==> src/rtl/mem_port_arbiter_pkg.sv <==
// Shared types for the unified-memory port arbiter: FSM state and port-owner encodings
// plus the grant decision helper.
package mem_port_arbiter_pkg;

    typedef enum logic [1:0] {
        ST_IDLE  = 2'd0,
        ST_ISSUE = 2'd1,
        ST_WAIT  = 2'd2,
        ST_DONE  = 2'd3
    } arb_state_e;

    typedef enum logic {
        OWN_I = 1'b0,
        OWN_D = 1'b1
    } arb_owner_e;

    localparam int WD_CNT_W = 16;

    // Data side wins unless fetch is waiting and data has used up its streak allowance.
    function automatic arb_owner_e pick_owner(input logic if_req,
                                              input logic dm_req,
                                              input logic streak_full);
        return (if_req && (!dm_req || streak_full)) ? OWN_I : OWN_D;
    endfunction

endpackage

==> src/rtl/mem_port_arbiter_if.sv <==
// Bus bundle between the IF/MEM stage buffers, the arbiter and the memory macro.
// MEM_ARB_PERF_EN adds the three performance counter outputs.
interface mem_port_arbiter_if #(
    parameter int ADDR_W = 32,
    parameter int DATA_W = 32
);
    logic                  if_req;
    logic [ADDR_W-1:0]     if_addr;
    logic [DATA_W-1:0]     if_rdata;
    logic                  if_ready;

    logic                  dm_req;
    logic                  dm_we;
    logic [DATA_W/8-1:0]   dm_be;
    logic [ADDR_W-1:0]     dm_addr;
    logic [DATA_W-1:0]     dm_wdata;
    logic [DATA_W-1:0]     dm_rdata;
    logic                  dm_ready;

    logic                  mem_req;
    logic                  mem_we;
    logic [DATA_W/8-1:0]   mem_be;
    logic [ADDR_W-1:0]     mem_addr;
    logic [DATA_W-1:0]     mem_wdata;
    logic [DATA_W-1:0]     mem_rdata;
    logic                  mem_valid;
    logic                  err;

`ifdef MEM_ARB_PERF_EN
    logic [31:0]           perf_i_grants;
    logic [31:0]           perf_d_grants;
    logic [31:0]           perf_conflicts;
`endif

    // Arbiter view: stage requests and memory responses come in, everything else goes out.
    modport slave (
        input  if_req, if_addr,
        input  dm_req, dm_we, dm_be, dm_addr, dm_wdata,
        input  mem_rdata, mem_valid,
        output if_rdata, if_ready,
        output dm_rdata, dm_ready,
        output mem_req, mem_we, mem_be, mem_addr, mem_wdata,
        output err
`ifdef MEM_ARB_PERF_EN
        , output perf_i_grants, perf_d_grants, perf_conflicts
`endif
    );

    modport master (
        output if_req, if_addr,
        output dm_req, dm_we, dm_be, dm_addr, dm_wdata,
        output mem_rdata, mem_valid,
        input  if_rdata, if_ready,
        input  dm_rdata, dm_ready,
        input  mem_req, mem_we, mem_be, mem_addr, mem_wdata,
        input  err
`ifdef MEM_ARB_PERF_EN
        , input perf_i_grants, perf_d_grants, perf_conflicts
`endif
    );

endinterface

==> src/rtl/arb_watchdog.sv <==
// Response watchdog for the memory arbiter: cleared on issue, counts while waiting,
// flags expiry on the cycle the count would reach TIMEOUT.
module arb_watchdog
    import mem_port_arbiter_pkg::*;
#(
    parameter int TIMEOUT = 255
) (
    input  logic clk,
    input  logic rst_n,
    input  logic clear,
    input  logic count_en,
    output logic expire
);

    logic [WD_CNT_W-1:0] count_reg;
    logic [WD_CNT_W-1:0] count_next;

    always_comb begin
        count_next = count_reg;
        if (clear) begin
            count_next = '0;
        end else if (count_en) begin
            count_next = count_reg + WD_CNT_W'(1);
        end
    end

    always_ff @(posedge clk or negedge rst_n) begin
        if (!rst_n) begin
            count_reg <= '0;
        end else begin
            count_reg <= count_next;
        end
    end

    // Fires in the TIMEOUT-th waiting cycle so the abort lands exactly TIMEOUT cycles after issue+1.
    assign expire = count_en && (count_reg == WD_CNT_W'(TIMEOUT - 1));

endmodule

==> src/rtl/mem_port_arbiter.sv <==
// Arbiter sharing one single-port memory between fetch (I) and data (D) with D priority,
// fetch anti-starvation streak limit and a response watchdog. MEM_ARB_PERF_EN adds perf counters.
module mem_port_arbiter
    import mem_port_arbiter_pkg::*;
#(
    parameter int ADDR_W       = 32,
    parameter int DATA_W       = 32,
    parameter int MAX_D_STREAK = 4,
    parameter int TIMEOUT      = 255
) (
    input  logic               clk,
    input  logic               rst_n,
    mem_port_arbiter_if.slave  bus
);

    localparam int BE_W     = DATA_W / 8;
    localparam int STREAK_W = $clog2(MAX_D_STREAK + 1);

    arb_state_e            state_reg, state_next;
    arb_owner_e            owner_reg, owner_next;
    arb_owner_e            grant_owner;

    logic [STREAK_W-1:0]   streak_reg, streak_next;
    logic                  mem_req_reg, mem_req_next;
    logic                  mem_we_reg, mem_we_next;
    logic [BE_W-1:0]       mem_be_reg, mem_be_next;
    logic [ADDR_W-1:0]     mem_addr_reg, mem_addr_next;
    logic [DATA_W-1:0]     mem_wdata_reg, mem_wdata_next;
    logic [DATA_W-1:0]     if_rdata_reg, if_rdata_next;
    logic [DATA_W-1:0]     dm_rdata_reg, dm_rdata_next;
    logic                  if_ready_reg, if_ready_next;
    logic                  dm_ready_reg, dm_ready_next;
    logic                  err_reg, err_next;

    logic                  any_req;
    logic                  streak_full;
    logic                  wd_expire;
    logic                  wd_clear;
    logic                  wd_count_en;
    logic                  resp_done;
    logic [DATA_W-1:0]     resp_data;

    assign any_req     = bus.if_req | bus.dm_req;
    assign streak_full = (streak_reg == STREAK_W'(MAX_D_STREAK));
    assign grant_owner = pick_owner(bus.if_req, bus.dm_req, streak_full);
    assign wd_clear    = (state_reg == ST_ISSUE);
    assign wd_count_en = (state_reg == ST_WAIT);

    // A real response takes precedence over an expiry in the same cycle.
    assign resp_done = bus.mem_valid | wd_expire;
    assign resp_data = bus.mem_valid ? bus.mem_rdata : '0;

    arb_watchdog #(
        .TIMEOUT (TIMEOUT)
    ) u_arb_watchdog (
        .clk      (clk),
        .rst_n    (rst_n),
        .clear    (wd_clear),
        .count_en (wd_count_en),
        .expire   (wd_expire)
    );

    always_ff @(posedge clk or negedge rst_n) begin
        if (!rst_n) begin
            state_reg <= ST_IDLE;
        end else begin
            state_reg <= state_next;
        end
    end

    always_comb begin
        state_next = state_reg;
        unique case (state_reg)
            ST_IDLE:  if (any_req)   state_next = ST_ISSUE;
            ST_ISSUE:                state_next = ST_WAIT;
            ST_WAIT:  if (resp_done) state_next = ST_DONE;
            ST_DONE:                 state_next = ST_IDLE;
            default:                 state_next = ST_IDLE;
        endcase
    end

    // Next values of every registered output; pulses default low, data holds.
    always_comb begin
        owner_next     = owner_reg;
        streak_next    = streak_reg;
        mem_req_next   = 1'b0;
        mem_we_next    = mem_we_reg;
        mem_be_next    = mem_be_reg;
        mem_addr_next  = mem_addr_reg;
        mem_wdata_next = mem_wdata_reg;
        if_rdata_next  = if_rdata_reg;
        dm_rdata_next  = dm_rdata_reg;
        if_ready_next  = 1'b0;
        dm_ready_next  = 1'b0;
        err_next       = 1'b0;

        if (state_reg == ST_IDLE && any_req) begin
            owner_next   = grant_owner;
            mem_req_next = 1'b1;
            if (grant_owner == OWN_I) begin
                mem_we_next    = 1'b0;
                mem_be_next    = '1;
                mem_addr_next  = bus.if_addr;
                mem_wdata_next = '0;
                streak_next    = '0;
            end else begin
                mem_we_next    = bus.dm_we;
                mem_be_next    = bus.dm_be;
                mem_addr_next  = bus.dm_addr;
                mem_wdata_next = bus.dm_wdata;
                if (!bus.if_req) begin
                    streak_next = '0;
                end else if (!streak_full) begin
                    streak_next = streak_reg + STREAK_W'(1);
                end
            end
        end

        if (state_reg == ST_WAIT && resp_done) begin
            err_next = ~bus.mem_valid;
            if (owner_reg == OWN_I) begin
                if_rdata_next = resp_data;
                if_ready_next = 1'b1;
            end else begin
                dm_rdata_next = resp_data;
                dm_ready_next = 1'b1;
            end
        end
    end

    always_ff @(posedge clk or negedge rst_n) begin
        if (!rst_n) begin
            owner_reg     <= OWN_I;
            streak_reg    <= '0;
            mem_req_reg   <= 1'b0;
            mem_we_reg    <= 1'b0;
            mem_be_reg    <= '0;
            mem_addr_reg  <= '0;
            mem_wdata_reg <= '0;
            if_rdata_reg  <= '0;
            dm_rdata_reg  <= '0;
            if_ready_reg  <= 1'b0;
            dm_ready_reg  <= 1'b0;
            err_reg       <= 1'b0;
        end else begin
            owner_reg     <= owner_next;
            streak_reg    <= streak_next;
            mem_req_reg   <= mem_req_next;
            mem_we_reg    <= mem_we_next;
            mem_be_reg    <= mem_be_next;
            mem_addr_reg  <= mem_addr_next;
            mem_wdata_reg <= mem_wdata_next;
            if_rdata_reg  <= if_rdata_next;
            dm_rdata_reg  <= dm_rdata_next;
            if_ready_reg  <= if_ready_next;
            dm_ready_reg  <= dm_ready_next;
            err_reg       <= err_next;
        end
    end

    assign bus.mem_req   = mem_req_reg;
    assign bus.mem_we    = mem_we_reg;
    assign bus.mem_be    = mem_be_reg;
    assign bus.mem_addr  = mem_addr_reg;
    assign bus.mem_wdata = mem_wdata_reg;
    assign bus.if_rdata  = if_rdata_reg;
    assign bus.dm_rdata  = dm_rdata_reg;
    assign bus.if_ready  = if_ready_reg;
    assign bus.dm_ready  = dm_ready_reg;
    assign bus.err       = err_reg;

`ifdef MEM_ARB_PERF_EN
    // Index 0: fetch grants, 1: data grants, 2: IDLE cycles with both stages requesting.
    logic [2:0] perf_inc;

    assign perf_inc[0] = (state_reg == ST_IDLE) && any_req && (grant_owner == OWN_I);
    assign perf_inc[1] = (state_reg == ST_IDLE) && any_req && (grant_owner == OWN_D);
    assign perf_inc[2] = (state_reg == ST_IDLE) && bus.if_req && bus.dm_req;

    generate
        for (genvar gi = 0; gi < 3; gi++) begin : g_perf
            logic [31:0] cnt_reg;
            always_ff @(posedge clk or negedge rst_n) begin
                if (!rst_n) begin
                    cnt_reg <= '0;
                end else if (perf_inc[gi]) begin
                    cnt_reg <= cnt_reg + 32'd1;
                end
            end
        end
    endgenerate

    assign bus.perf_i_grants  = g_perf[0].cnt_reg;
    assign bus.perf_d_grants  = g_perf[1].cnt_reg;
    assign bus.perf_conflicts = g_perf[2].cnt_reg;
`endif

endmodule

==> src/flat_wrapper.sv <==
// flat-port wrapper written by rule: the top's interface ports become plain ports
module mem_port_arbiter_flat import mem_port_arbiter_pkg::*;
#(
    parameter int ADDR_W       = 32,
    parameter int DATA_W       = 32,
    parameter int MAX_D_STREAK = 4,
    parameter int TIMEOUT      = 255
)
  (clk, rst_n, bus_if_req, bus_if_addr, bus_dm_req, bus_dm_we, bus_dm_be, bus_dm_addr, bus_dm_wdata, bus_mem_rdata, bus_mem_valid, bus_if_rdata, bus_if_ready, bus_dm_rdata, bus_dm_ready, bus_mem_req, bus_mem_we, bus_mem_be, bus_mem_addr, bus_mem_wdata, bus_err);
  mem_port_arbiter_if #(.ADDR_W(ADDR_W), .DATA_W(DATA_W)) bus_i ();
  input  logic clk;
  input  logic rst_n;
  input wire logic [$bits(bus_i.if_req)-1:0] bus_if_req;
  input wire logic [$bits(bus_i.if_addr)-1:0] bus_if_addr;
  input wire logic [$bits(bus_i.dm_req)-1:0] bus_dm_req;
  input wire logic [$bits(bus_i.dm_we)-1:0] bus_dm_we;
  input wire logic [$bits(bus_i.dm_be)-1:0] bus_dm_be;
  input wire logic [$bits(bus_i.dm_addr)-1:0] bus_dm_addr;
  input wire logic [$bits(bus_i.dm_wdata)-1:0] bus_dm_wdata;
  input wire logic [$bits(bus_i.mem_rdata)-1:0] bus_mem_rdata;
  input wire logic [$bits(bus_i.mem_valid)-1:0] bus_mem_valid;
  output wire logic [$bits(bus_i.if_rdata)-1:0] bus_if_rdata;
  output wire logic [$bits(bus_i.if_ready)-1:0] bus_if_ready;
  output wire logic [$bits(bus_i.dm_rdata)-1:0] bus_dm_rdata;
  output wire logic [$bits(bus_i.dm_ready)-1:0] bus_dm_ready;
  output wire logic [$bits(bus_i.mem_req)-1:0] bus_mem_req;
  output wire logic [$bits(bus_i.mem_we)-1:0] bus_mem_we;
  output wire logic [$bits(bus_i.mem_be)-1:0] bus_mem_be;
  output wire logic [$bits(bus_i.mem_addr)-1:0] bus_mem_addr;
  output wire logic [$bits(bus_i.mem_wdata)-1:0] bus_mem_wdata;
  output wire logic [$bits(bus_i.err)-1:0] bus_err;
  assign bus_i.if_req = bus_if_req;
  assign bus_i.if_addr = bus_if_addr;
  assign bus_i.dm_req = bus_dm_req;
  assign bus_i.dm_we = bus_dm_we;
  assign bus_i.dm_be = bus_dm_be;
  assign bus_i.dm_addr = bus_dm_addr;
  assign bus_i.dm_wdata = bus_dm_wdata;
  assign bus_i.mem_rdata = bus_mem_rdata;
  assign bus_i.mem_valid = bus_mem_valid;
  assign bus_if_rdata = bus_i.if_rdata;
  assign bus_if_ready = bus_i.if_ready;
  assign bus_dm_rdata = bus_i.dm_rdata;
  assign bus_dm_ready = bus_i.dm_ready;
  assign bus_mem_req = bus_i.mem_req;
  assign bus_mem_we = bus_i.mem_we;
  assign bus_mem_be = bus_i.mem_be;
  assign bus_mem_addr = bus_i.mem_addr;
  assign bus_mem_wdata = bus_i.mem_wdata;
  assign bus_err = bus_i.err;
  mem_port_arbiter #(.ADDR_W(ADDR_W), .DATA_W(DATA_W), .MAX_D_STREAK(MAX_D_STREAK), .TIMEOUT(TIMEOUT)) u_core (.clk(clk), .rst_n(rst_n), .bus(bus_i));
endmodule
==> config.mk <==
export PLATFORM = sky130hd
export DESIGN_NAME = mem_port_arbiter_flat
export DESIGN_NICKNAME = d
export VERILOG_FILES = /design/src/rtl/mem_port_arbiter_pkg.sv /design/src/rtl/mem_port_arbiter_if.sv /design/src/rtl/arb_watchdog.sv /design/src/rtl/mem_port_arbiter.sv /design/src/flat_wrapper.sv
export SDC_FILE = /design/constraint.sdc
export NUM_CORES = 1
export LEC_CHECK = 0
export BUFFER_PORTS_ARGS = -buffer_cell sky130_fd_sc_hd__buf_2
export CAP_MARGIN = 5
export CORE_MARGIN = 1
export CORE_UTILIZATION = 35
export DETAILED_ROUTE_END_ITERATION = 16
export PLACE_DENSITY = 0.57
export SYNTH_ARGS = -nofsm -noshare
export SYNTH_HDL_FRONTEND = slang
export SYNTH_SLANG_ARGS = --single-unit
==> constraint.sdc <==
create_clock -name clk -period 2.5 [get_ports clk]
set_clock_uncertainty 0.1 [all_clocks]
set_input_delay 0.125 -clock clk [delete_from_list [all_inputs] [get_ports clk]]
set_output_delay 0.125 -clock clk [all_outputs]
set_load 0.1 [all_outputs]
Word level (Yosys, flattened, before mapping)
Index checks and enable logic that the tools add are counted.
Operators by class
  add/sub/neg operators: 2
  multiplexer cells: 20
  reductions and logical operators: 12
  bitwise operators: 4
  equality and inequality tests: 8
Operators with widths (number)
  $mux 32: 3
  $mux 16: 2
  $add 16x1->16 const B: 1
  $eq 16x8->1 const B: 1
  $mux 3: 3
  $mux 1: 8
  $pmux 2 s4: 1
  $reduce_and 2->1: 4
  $eq 2x2->1 const B: 2
  $logic_and 1x1->1: 4
  $mux 2: 2
  $mux 4: 1
  $ne 2x1->1 const B: 2
  $add 3x1->3 const B: 1
  $eq 3x3->1 const B: 1
  $ne 3x3->1 const B: 1
  $eq 2x1->1 const B: 1
  $logic_not 2->1: 1
  $not 1->1: 2
  $or 1x1->1: 2
  $reduce_bool 2->1: 1
  $logic_not 1->1: 1
  $logic_or 1x1->1: 1
Word-level totals
  input bits: 138
  output and inout port bits: 137
  bits in registers: 159
  logic and storage cells: 60

Longest topological paths before layout
  depth in word-level cells: 5
  mapped depth: 8
  depth with buffers taken out: 6

By module
Synthesis repeated with hierarchy kept, for this count alone.
Second synthesis, totals
  cells, all modules: 648
  area, all modules: 7138.1 um^2
Modules (own cells, without submodules)
  mem_port_arbiter: times used 1, sequential area each 3578.4 um^2, area each 6273.5 um^2, cells an instance 558
  arb_watchdog: times used 1, sequential area each 400.4 um^2, area each 864.6 um^2, cells an instance 90

Worst setup path after synthesis
No wires, ideal clock.
  path kind: reg2reg
  start point: reg u_core.state_reg[0]
  end point: reg u_core.u_arb_watchdog.count_reg[11]
  period minus slack after synthesis: 1.860 ns
  library setup time: 0.066 ns
  data required time: 2.334 ns
  buffers on the path: 2
  stages on the path, launching flop included: 8
  path slack: 0.640 ns
  data arrival time: 1.694 ns
  cells stage by stage: dfrtp_1 > inv_1 > ha_1 > buf_2 > and2_1 > clkbuf_1 > or4_1 > nand2_1
On the way
  word-level cells in the longest chain between the ends: 2
  elaborated cells between the ends (all ways): 4
  classes of those cells: eq/ne (2); mux (1); reduce/logical (1)
Ends and longest elaborated chain
  from (decl): line mem_port_arbiter.sv:19  | arb_state_e state_reg, state_next;
  from (signal assigned): line mem_port_arbiter.sv:67  | state_reg <= state_next;
  $eq 2x1->1 or $eq 2x2->1 (tied branches): line mem_port_arbiter.sv:46, mem_port_arbiter.sv:47
  $mux 16 or $reduce_bool 2->1 (tied branches)
  to (signal assigned): line arb_watchdog.sv:31  | count_reg <= count_next;
  to (decl): line arb_watchdog.sv:15  | logic [WD_CNT_W-1:0] count_reg;
Parallel ways exist; a longest one is shown, timed or not.
A chain may end at the register's enable or synchronous reset.

Worst setup path after layout
  start point: reg u_core.streak_reg[0]
  end point: reg u_core.mem_addr_reg[22] (netlist: u_core.bus.mem_addr[22])
On the way
  word-level cells in the longest chain between the ends: 4
Ends and longest elaborated chain
  from (decl): line mem_port_arbiter.sv:23  | logic [STREAK_W-1:0] streak_reg, streak_next;
  from (signal assigned): line mem_port_arbiter.sv:147  | streak_reg <= streak_next;
  $eq 3x3->1: line mem_port_arbiter.sv:44  | assign streak_full = (streak_reg == STREAK_W'(MAX_D_STREAK));
  $logic_or 1x1->1: line mem_port_arbiter_pkg.sv:23  | return (if_req && (!dm_req || streak_full)) ? OWN_I : OWN_D;
  $logic_and 1x1->1: line mem_port_arbiter_pkg.sv:23
  $mux 32: line mem_port_arbiter.sv:100  | if (grant_owner == OWN_I) begin
  to (signal assigned): line mem_port_arbiter.sv:151  | mem_addr_reg <= mem_addr_next;
  to (decl): line mem_port_arbiter.sv:27  | logic [ADDR_W-1:0] mem_addr_reg, mem_addr_next;
No other way between the ends.

==> reports/results.tsv <==
stage	metric	value	unit
floorplanning	die_area	19700	sq um
cts	cts_root_buffer	clkbuf_16	
cts	ctsResizeCount	0	
outcome	status	complete, no violations	
synth	synthCells	598	
drt	wl_met1	8290	um
synth	ys_ff_latch	159	
cts	clkTransAtPathRegs	0.07	ns
cts	cts_tree	yes	
drt	drtIter0Drc	258	
cts	cts_made_buffers	17	
timing	worst_pin_slew	0.705	ns
drt	avgViaCountPerCell	4.94	
finish	diodes	0	
cts	htreeDepth	4	
drt	wl_met3	1040	um
floorplanning	io_pins	275	
critical_path	path_class	flop to flop	
timing	layout_setup_ws	0.143	ns
synth	synth.area.top_cells	dfrtp_1 (59%), a32o_1 (9.6%), nand2_1 (6.0%)	
finish	layout-drive-gt1-share	0.329	
floorplanning	core_region_area	18800	sq um
cts	cts_sinks	159	
global_routing	grt.total_usage	0.195	
drt	highest_layer	met4	
global_routing	first_global_vias	5994	
synth	seq_area_frac_synth	0.593	
drt	drc	0	
floorplanning	die_w	140	um
drt	firstDrtPassIters	4	
synth	synth_enable_flop_cells	0	
drt	num_vias	6125	
finish	area_growth	53.2	%
critical_path	arrival	2.53	ns
drt	wl_met2	9390	um
cts	clock_latency	0.42	ns
timing	max_slew_margin	0.528	
synth	netlist.area_leader.share	0.593	
synth	synth_nets	743	
drt	final_antenna_net_count	0	
run	cap_violations	0	
drt	routedWlPerCell	15.4	um
synth	yosys.area.top_type	dfrtp_1	
placed_design	portBuffers	274	
placed_design	dp_slack	0.478	ns
timing	final.setup.tns	0	ns
placed_design	gp_congestion	0.747	
timing	fmax	424	MHz
finish	nets	1137	
critical_path	cp.required	2.68	ns
global_routing	grt_pass1_wl	30500	um
synth	syn-cell-area	6710	sq um
critical_path	worst-path-max-fanout	16	
cts	cts_buffer_depth	2	
placed_design	dp.final_hpwl	11800	um
floorplanning	chipHeight	140	um
synth	yosysWarnings	0	
critical_path	crit_path_end_kind	flop	
drt	wl	19100	um
synth	synth_ff_type	dfrtp_1	
synth	ys_async_sr_fraction	1.00	
critical_path	crit_path_start_kind	flop	
synth	ys_top_cells_by_count	dfrtp_1 (159), nand2_1 (108), a32o_1 (64)	
timing	slew_viol_final	0	
global_routing	grt_antenna_before_repair	0	
floorplanning	initial_utilization	0.357	
synth	synth.most_common_cell	dfrtp_1	
synth	yosysUniqueCellTypes	44	
floorplanning	std_cell_rows	50	
worst_hold_path	hold_class	input pin to flop	
global_routing	grt.overflow.total	0	
timing	rsz0062_at_grt	no	
timing	finalCriticalPeriod	2.36	ns
timing	hold_viol_final	0	
synth	avgSynthCellArea	11.2	sq um
timing	setup_viol_count_final	0	
global_routing	grt_max_degree	85	
timing	period_share	0.943	
-- kinds of logic (layout without fill, tap and decap cells) --
group                      Yosys count  after routing  share of synthesized area
and+or+nand+nor                    201            201                      0.140
buffers and inverters               65            472                     0.0491
muxes                               35             35                     0.0526
DFF                                159            159                      0.593
AOI/OAI and AO/OA                  127            127                      0.147
xor gates and xnor gates             4              4                    0.00523
adders and majority gates            7              7                     0.0131
-- cells in the final DEF (no fill, tap or decap), types with 2 or more instances in the layout --
| master | instances |
|---|---|
| or4_1 | 2 |
| a32o_1 | 64 |
| buf_4 | 9 |
| dlygate4sd3_1 | 136 |
| bufinv_16 | 2 |
| buf_12 | 6 |
| clkbuf_16 | 17 |
| ha_1 | 7 |
| clkinv_4 | 4 |
| nand3_1 | 39 |
| nand2_1 | 108 |
| clkbuf_8 | 2 |
| nor3b_1 | 2 |
| xnor2_1 | 3 |
| a21oi_1 | 8 |
| clkinvlp_4 | 3 |
| mux2i_1 | 33 |
| inv_1 | 12 |
| o21ai_1 | 23 |
| nor2_1 | 15 |
| dfrtp_1 | 159 |
| nor3_1 | 7 |
| or3_1 | 3 |
| o22ai_1 | 5 |
| nand4_1 | 6 |
| buf_2 | 273 |
| inv_2 | 3 |
| o21ai_0 | 18 |
| and4_1 | 4 |
| nand2b_1 | 3 |
| inv_8 | 2 |
| and2_1 | 4 |
-- metal layers --
layer | GRT usage | vias up
li1 | - | 2943
met1 | 0.241 | 2937
met2 | 0.329 | 219
met3 | 0.0496 | 26
met4 | 0.0723 | 0
met5 | 0 | -
-- critical path: stages, from the launching register on --
cell	delay (ns)
dfrtp_1	0.39
inv_1	0.06
ha_1	0.20
a21bo_2	0.21
and2_2	0.22
buf_4	0.22
mux2i_1	0.19
dlygate4sd3_1	0.57
o21ai_1	0.06
-- area by class of cell --
cell class | count | area (sq um)
sequential | 159 | 3980
clock inverter | 13 | 154
inverter | 15 | 56.3
fill | 1607 | 8500
tap | 234 | 293
timing repair buffer | 425 | 2930
clock buffer | 19 | 453
multi-input combinational | 374 | 2410
-- final timing paths --
kind | startpoint | cells past startpoint | end | slack [ns]
min in group asynchronous | rst_n | 3 | u_core.bus.mem_wdata[13] | 0.17
worst max-delay path | u_core.streak_reg[0] | 8 | u_core.bus.mem_addr[22] | 0.14
worst min-delay path | bus_dm_req | 4 | u_core.bus.mem_addr[24] | 0.16
worst max register to register | u_core.streak_reg[0] | 8 | u_core.bus.mem_addr[22] | 0.14
worst min register to register | u_core.bus.mem_wdata[12] | 2 | u_core.bus.mem_wdata[12] | 0.36
max in group asynchronous | rst_n | 3 | u_core.bus.mem_wdata[25] | 1.63
-- repair_timing --
action,4_1_cts,5_1_grt
endpoints found under the hold margin,295,0
buffers inserted,0,0
hold buffers,136,0
-- stage by stage --
| step | utilization | hold slack [ns] | std cells | area, sq um |
|---|---|---|---|---|
| final | 0.547 | 0.159 | 1239 | 10300 |
| after global routing | 0.547 | 0.165 | 1239 | 10300 |
| after CTS | 0.547 | 0.127 | 1239 | 10300 |
| after detailed placement | 0.442 | -0.185 | 1071 | 8300 |
| after global placement | 0.442 | -0.185 | 1071 | 8300 |
| after floorplan | - | -0.271 | 598 | 6710 |
Power is left out: the tool's default activity adds up to more than one toggle a clock period on the data nets, which glitch-free logic cannot reach.
